$ cat src/rtl/mem_arb_pkg.sv
// Shared definitions for the memory arbiter slice.
//   state_t            : arbiter FSM encoding (IDLE -> ISSUE -> RESP)
//   NREQ               : number of requesters
//   REQ_DBG/CPU/AUX    : requester index constants
package mem_arb_pkg;

  typedef enum logic [1:0] {
    ST_IDLE  = 2'd0,
    ST_ISSUE = 2'd1,
    ST_RESP  = 2'd2
  } state_t;

  localparam int unsigned NREQ = 3;

  localparam logic [1:0] REQ_DBG = 2'd0;
  localparam logic [1:0] REQ_CPU = 2'd1;
  localparam logic [1:0] REQ_AUX = 2'd2;

endpackage

$ cat src/rtl/arb_pick.sv
// Combinational winner selection.
//   req       : request vector (NREQ bits)
//   start     : index where the circular search begins (0..NREQ-1)
//   grant_oh  : one-hot winner (all zero when no request)
//   grant_idx : binary winner index (0 when no request)
module arb_pick
  import mem_arb_pkg::*;
(
  input  logic [NREQ-1:0] req,
  input  logic [1:0]      start,
  output logic [NREQ-1:0] grant_oh,
  output logic [1:0]      grant_idx
);

  logic       found;
  logic [2:0] sum;
  logic [1:0] cand;

  // Walk the requesters starting at 'start', wrapping past the last index.
  always_comb begin
    grant_oh  = '0;
    grant_idx = '0;
    found     = 1'b0;
    sum       = '0;
    cand      = '0;
    for (int unsigned i = 0; i < NREQ; i++) begin
      sum = {1'b0, start} + 3'(i);
      if (sum >= 3'(NREQ)) sum = sum - 3'(NREQ);
      cand = sum[1:0];
      if (!found && req[cand]) begin
        found          = 1'b1;
        grant_oh[cand] = 1'b1;
        grant_idx      = cand;
      end
    end
  end

endmodule

$ cat src/rtl/mem_arbiter.sv
// Three-requester memory bus arbiter (debug, CPU, auxiliary).
// One transaction per 3 cycles: IDLE (arbitrate/capture), ISSUE (mem_op
// strobe), RESP (ack + rdata passthrough of mem_do).
// Ports:
//   clk, n_reset           : clock, asynchronous active-low reset
//   req/req_adr/req_wren/req_wdata : per-requester request bundles (slice i)
//   ack, rdata             : one-cycle completion strobe, read data
//   mem_op/mem_adr/mem_wren/mem_di/mem_do : memory bus
//   busy                   : FSM not in IDLE
// Build option: define MEM_ARB_ROUND_ROBIN_EN for round-robin arbitration;
// otherwise fixed priority 0 > 1 > 2.
module mem_arbiter
  import mem_arb_pkg::*;
#(
  parameter int AW = 32,
  parameter int DW = 32
) (
  input  logic              clk,
  input  logic              n_reset,
  input  logic [2:0]        req,
  input  logic [3*AW-1:0]   req_adr,
  input  logic [3*4-1:0]    req_wren,
  input  logic [3*DW-1:0]   req_wdata,
  output logic [2:0]        ack,
  output logic [DW-1:0]     rdata,
  output logic              mem_op,
  output logic [AW-1:0]     mem_adr,
  output logic [3:0]        mem_wren,
  output logic [DW-1:0]     mem_di,
  input  logic [DW-1:0]     mem_do,
  output logic              busy
);

  state_t          state_q, state_d;
  logic [1:0]      grant_q;
  logic [AW-1:0]   adr_q;
  logic [3:0]      wren_q;
  logic [DW-1:0]   wdata_q;

  logic [1:0]      start;
  logic [NREQ-1:0] pick_oh;
  logic [1:0]      pick_idx;
  logic [AW-1:0]   sel_adr;
  logic [3:0]      sel_wren;
  logic [DW-1:0]   sel_wdata;
  logic            capture;

`ifdef MEM_ARB_ROUND_ROBIN_EN
  logic [1:0] ptr_q;

  assign start = (ptr_q == REQ_AUX) ? REQ_DBG : ptr_q + 2'd1;

  always_ff @(posedge clk or negedge n_reset) begin
    if (!n_reset)     ptr_q <= REQ_DBG;
    else if (capture) ptr_q <= pick_idx;
  end
`else
  assign start = REQ_DBG;
`endif

  arb_pick u_pick (
    .req       (req),
    .start     (start),
    .grant_oh  (pick_oh),
    .grant_idx (pick_idx)
  );

  // AND-OR mux of the winning requester's bundle.
  always_comb begin
    sel_adr   = '0;
    sel_wren  = '0;
    sel_wdata = '0;
    for (int unsigned i = 0; i < NREQ; i++) begin
      sel_adr   = sel_adr   | (req_adr[i*AW +: AW]   & {AW{pick_oh[i]}});
      sel_wren  = sel_wren  | (req_wren[i*4 +: 4]    & {4{pick_oh[i]}});
      sel_wdata = sel_wdata | (req_wdata[i*DW +: DW] & {DW{pick_oh[i]}});
    end
  end

  assign capture = (state_q == ST_IDLE) && (|req);

  always_ff @(posedge clk or negedge n_reset) begin
    if (!n_reset) state_q <= ST_IDLE;
    else          state_q <= state_d;
  end

  always_ff @(posedge clk or negedge n_reset) begin
    if (!n_reset) begin
      grant_q <= REQ_DBG;
      adr_q   <= '0;
      wren_q  <= '0;
      wdata_q <= '0;
    end else if (capture) begin
      grant_q <= pick_idx;
      adr_q   <= sel_adr;
      wren_q  <= sel_wren;
      wdata_q <= sel_wdata;
    end
  end

  always_comb begin
    state_d  = state_q;
    mem_op   = 1'b0;
    mem_wren = '0;
    ack      = '0;
    rdata    = '0;
    busy     = 1'b1;
    case (state_q)
      ST_IDLE: begin
        busy = 1'b0;
        if (|req) state_d = ST_ISSUE;
      end
      ST_ISSUE: begin
        mem_op   = 1'b1;
        mem_wren = wren_q;
        state_d  = ST_RESP;
      end
      ST_RESP: begin
        ack[grant_q] = 1'b1;
        rdata        = mem_do;
        state_d      = ST_IDLE;
      end
      default: state_d = ST_IDLE;
    endcase
  end

  assign mem_adr = adr_q;
  assign mem_di  = wdata_q;

endmodule

$ cat config.mk
export PLATFORM = sky130hd
export DESIGN_NAME = mem_arbiter
export DESIGN_NICKNAME = d
export VERILOG_FILES = /design/src/rtl/mem_arb_pkg.sv /design/src/rtl/arb_pick.sv /design/src/rtl/mem_arbiter.sv
export SDC_FILE = /design/constraint.sdc
export NUM_CORES = 1
export LEC_CHECK = 0
export ABC_AREA = 1
export BUFFER_PORTS_ARGS = -buffer_cell sky130_fd_sc_hd__buf_2
export CAP_MARGIN = 20
export CORE_AREA = 2 2 135 137
export DETAILED_ROUTE_END_ITERATION = 8
export DIE_AREA = 0 0 137 139
export SLEW_MARGIN = 40
export SYNTH_ARGS = -nofsm -noshare
export SYNTH_HDL_FRONTEND = slang
export SYNTH_HIERARCHICAL = 1
export SYNTH_SLANG_ARGS = --single-unit
$ cat constraint.sdc
create_clock -name clk -period 1.4 [get_ports clk]
set_input_delay 0.14 -clock clk [delete_from_list [all_inputs] [get_ports clk]]
set_output_delay 0.14 -clock clk [all_outputs]
set_load 0.02 [all_outputs]
After elaboration in Yosys (flattened, before gate mapping):

Cells that the tools add are included.
W data, S select, Z words.

* register bits after elaboration: 72
* latch bits: 0
* bits in writable memories: 0
* memory bits (read-only): 0
* output and inout port bits: 105
* word-level logic and storage cells: 49
* memories: 0

* add/subtract/negate cells: 0
* multipliers: 0
* div/mod/pow operators: 0
* magnitude comparators: 2
* eq/ne operators: 3
* shifts and indexed selects: 0
* muxes and demuxes: 16
* bitwise logic cells: 15
* reductions and logical operators: 8

Operators by type and width (number)
* $and A32 B32 Y32: 6
* $or A32 B32 Y32: 4
* $mux W32: 1
* $and A4 B4 Y4: 3
* $or A4 B4 Y4: 2
* $mux W1: 7
* $mux W2: 3
* $mux W3: 2
* $logic_and A1 B1 Y1: 4
* $mux W4: 1
* $pmux W2 S2: 1
* $lt A2 B3 Y1 const B: 1
* $reduce_or A3 Y1: 1
* $demux W1 S2: 1
* $eq A2 B1 Y1 const B: 1
* $eq A2 B2 Y1 const B: 1
* $ge A2 B1 Y1 const B: 1
* $logic_not A1 Y1: 2
* $logic_not A2 Y1: 1
* $ne A2 B1 Y1 const B: 1

Longest topological paths before layout:

* depth after elaboration: 10
* gate-level depth with buffers: 18
* mapped depth without buffers: 15

Cells and area by module:

The synthesis kept the hierarchy.

By module, submodules not included
* mem_arbiter: times used 1, cells an instance 693, area each 4398.0 um2, sequential area each 1801.7 um2
* arb_pick: times used 1, cells an instance 62, area each 316.6 um2, sequential area each 0.0 um2

Worst setup path after synthesis:

No wires, ideal clock.

* path kind: in2reg
* from: in req[1]
* to: reg wdata_q[24] (netlist: mem_di[24])
* arrival time: 1.233 ns
* slack: 0.049 ns
* cell stages on the path: 15
* buffers on the path: 3
* cell sequence: inv_1 nand2_1 nand3_1 nand2_1 nand3_1 nand2_2 inv_2 nand2_1 buf_2 buf_4 buf_4 nand2_1 nand3_1 nand3_1 nand2_1

* elaborated cells between the ends (all ways): 12
* those cells by class: mux: 3; bitwise: 4; reduce/logical: 5

RTL lines
* from (decl): RTL line mem_arbiter.sv:20 `input logic [2:0] req,`
* $logic_and A1 B1 Y1: RTL line arb_pick.sv:30 `if (!found && req[cand]) begin`
* $mux W2: RTL line arb_pick.sv:30
* $mux W3: RTL line arb_pick.sv:30
* net pick_oh[1]: RTL line mem_arbiter.sv:41 `logic [NREQ-1:0] pick_oh;`
* $and A32 B32 Y32: RTL line mem_arbiter.sv:76 `sel_wdata = sel_wdata | (req_wdata[i*DW +: DW] & {DW{pick_oh[i]}});`
* $or A32 B32 Y32 (2 in a row): RTL line mem_arbiter.sv:76
* to (signal assigned): RTL line mem_arbiter.sv:97 `wdata_q <= sel_wdata;`
* to (decl): RTL line mem_arbiter.sv:38 `logic [DW-1:0] wdata_q;`

The timed path passes the listed nets, and every way through them passes these cells.
A chain may end at the register's enable or synchronous reset.

Worst setup path in the final report:

* from: reg state_q[0]
* to: out rdata[28]

* cells in the longest elaborated chain, start to end: 2

RTL lines
* from (decl): RTL line mem_arbiter.sv:34 `state_t state_q, state_d;`
* from (signal assigned): RTL line mem_arbiter.sv:84 `else state_q <= state_d;`
* $eq A2 B2 Y1: RTL line mem_arbiter.sv:108 `case (state_q)`
* $mux W32: RTL line mem_arbiter.sv:108
* to (decl): RTL line mem_arbiter.sv:25 `output logic [DW-1:0] rdata,`

Every way passes these cells.

==> results.json <==
{
  "start_kind": "register",
  "cp_max_fo": 18,
  "num_vias": 6002,
  "synth_top_family_by_area": "simple AND/OR/NAND/NOR gates",
  "dp_cells": 1314,
  "grt_pass1_wl_um": 26700,
  "detail_route.wl_per_cell_um": 13.9,
  "clock_sinks": 72,
  "drv_cap": 0,
  "fin_area_um2": 7820,
  "routed_wl_um": 18700,
  "htreeDepth": 3,
  "power_uw": 14500,
  "num_io_pins": 346,
  "grt_setup_unrepaired": "yes",
  "required_ps": 1260,
  "initial_core_util_pct": 26.7,
  "fill_cells": 1833,
  "min_period_ps": 1510,
  "slew_viol_final": 0,
  "die_w_um": 137,
  "ys_seq_area_share_pct": 38.2,
  "cp-end-kind": "primary output",
  "vias_per_cell": 4.46,
  "place_area_um2": 6900,
  "clock_path_buffers": 2,
  "hpwl_um": 12800,
  "instances_no_fill": 1345,
  "syn_to_final_growth_pct": 65.8,
  "fin_ws_ps": -113,
  "power-per-cell-area_nw_per_um2": 1850,
  "grt.total_usage_pct": 17.4,
  "finalNetCount": 1356,
  "dieArea_um2": 19000,
  "syn_area_um2": 4710,
  "ys.warnings.count": 6,
  "synth_cell_types": 20,
  "firstDrtPassIters": 5,
  "synth_compound_area_share_pct": 0.398,
  "port_buffers": 345,
  "rows": 49,
  "pre_cts_ws_ps": -41.9,
  "final_antenna_net_count": 0,
  "fin_util_pct": 44.3,
  "hold_viol": 0,
  "syn_inst": 755,
  "synthXorXnorAreaFrac_pct": 0,
  "overflow": 0,
  "gp_congestion": 0.847,
  "drc": 0,
  "grt_max_degree": 73,
  "max_freq_mhz": 661,
  "timing.final.crit_share_pct": 108,
  "clockRootBuffer": "clkbuf_16",
  "antenna_found_initial": 0,
  "drtIter0Drc": 222,
  "cts_tree": "done",
  "arrival_ps": 1370,
  "synth_seq_cells": 72,
  "setup_violations": 38,
  "grt_pass1_vias": 5491,
  "p_leak_uw": 0.00459,
  "skew_ps": 6.96,
  "violations": "setup timing",
  "cts_buffers": 9,
  "path_clk_slew_ps": 70,
  "synthSimpleGateAreaFrac_pct": 50.0,
  "die_h_um": 139,
  "ir_drop_v": 0.000819,
  "clk_latency_ps": 330,
  "critical_path_class": "reg2out",
  "status": "complete, but fails checks",
  "core_area_um2": 17700,
  "synth.mux.area_fraction_pct": 0,
  "synthAdderAreaFrac_pct": 1.06,
  "n_antenna_cell": 0,
  "syn_avg_cell_area_um2": 6.24,
  "hp-class": "in2reg",
  "drive_gt1_share_pct": 41.7
}
==> timing repair <==
action / in CTS / in global routing
endpoints found under the hold margin: 72 / 0
gates resized for setup: 64 / 52
setup endpoints to repair: 40 / 105
cloned: 2 / 9
pin swaps: 2 / 5
setup buffers: 3 / 0
hold buffers: 1 / 0
==> sequential cells by signal (all words and copies together), names as in the netlist <==
name	count
wren_q	4
mem_di	32
mem_adr	32
state_q	2
grant_q	2
==> worst paths after layout <==
check / from / end / slack (ps) / cells after the start
setup / recovery: state_q[0] / rdata[28] / -110 / 5
hold / removal: req_adr[93] / mem_adr[29] / 110 / 5
setup reg to reg: state_q[0] / mem_di[2] / 30 / 7
hold reg to reg: mem_adr[5] / mem_adr[5] / 470 / 2
max in group asynchronous: n_reset / state_q[1] / 700 / 3
min in group asynchronous: n_reset / mem_di[21] / 350 / 3
==> per-stage QoR <==
stage | setup TNS, ps | hold WS (ps)
6_report | -2010 | 111
4_1_cts | -2020 | 97.6
5_1_grt | -5600 | 127
2_1_floorplan | 0 | -156
3_3_place_gp | -64.4 | 192
3_5_place_dp | -352 | 188
==> layer usage <==
metal / GRT usage [%] / vias up / part of all wire, %
li1: - / 3049 / -
met3: 3.40 / 26 / 6.8
met5: 0 / - / 0
met2: 30.6 / 243 / 50
met4: 5.97 / 0 / 1.9
met1: 20.9 / 2684 / 41
==> where the power goes <==
part | switching, uW | total [uW] | internal [uW]
clock network | 946 | 2380 | 1430
registers | 548 | 3530 | 2980
logic | 5020 | 8580 | 3560
==> Yosys cell counts <==
master | count | area (um^2)
clkbuf_1 | 7 | 26.3
nor2_1 | 40 | 150
buf_2 | 32 | 160
nor2_4 | 1 | 11.3
nand2_2 | 4 | 25.0
inv_2 | 5 | 18.8
o21ai_1 | 1 | 5.00
nand2_4 | 1 | 11.3
nand4_1 | 3 | 18.8
dfrtp_1 | 72 | 1800
nor3_1 | 2 | 10.0
o21ai_2 | 1 | 8.76
nand2_1 | 369 | 1390
nand3_1 | 145 | 726
inv_1 | 54 | 203
ha_1 | 4 | 50.1
conb_1 | 1 | 3.75
nand3_2 | 2 | 20.0
o21ai_0 | 1 | 5.00
buf_4 | 10 | 75.1
==> layout by cell type, fill, tap and decap left out, types with 2 or more instances in the layout <==
cell | netlist | final
buf_12 | 0 | 14
nand3_1 | 145 | 145
buf_6 | 0 | 22
clkinvlp_4 | 0 | 2
inv_1 | 54 | 52
buf_16 | 0 | 2
nor2_2 | 0 | 21
buf_2 | 32 | 304
nor2_4 | 1 | 3
inv_2 | 5 | 7
nand2_1 | 369 | 350
nand4_1 | 3 | 3
nor2_1 | 40 | 17
nand2_2 | 4 | 21
buf_4 | 10 | 37
nand2_8 | 0 | 2
buf_8 | 0 | 2
nand3_2 | 2 | 2
nand2_4 | 1 | 2
dfrtp_1 | 72 | 71
conb_1 | 1 | 6
clkbuf_16 | 0 | 14
ha_1 | 4 | 4
==> cell type report <==
cell class | instances | area (um^2) | share of cell area, %
multi-input combinational | 581 | 2620 | 33.5
sequential | 72 | 1800 | 23.1
clock buffer | 10 | 239 | 3.06
inverter | 59 | 221 | 2.83
clock inverter | 6 | 67.6 | 0.864
tap | 229 | 287 | 3.67
timing repair buffer | 388 | 2580 | 33.0
==> critical path, cell delays in order, from the launching register on <==
cell     delay, ps
dfrtp_1        380
inv_2          100
nand2_4         90
buf_12         170
nor2_1         130
buf_4          160
==> cell families after synthesis <==
family                     Yosys count
and+or+nand+nor                    567
adders and majority gates            4
other                                1
DFF                                 72
buffers and inverters              108
AOI/OAI and AO/OA                    3
Note: power is estimated with default switching activity, not from simulation.
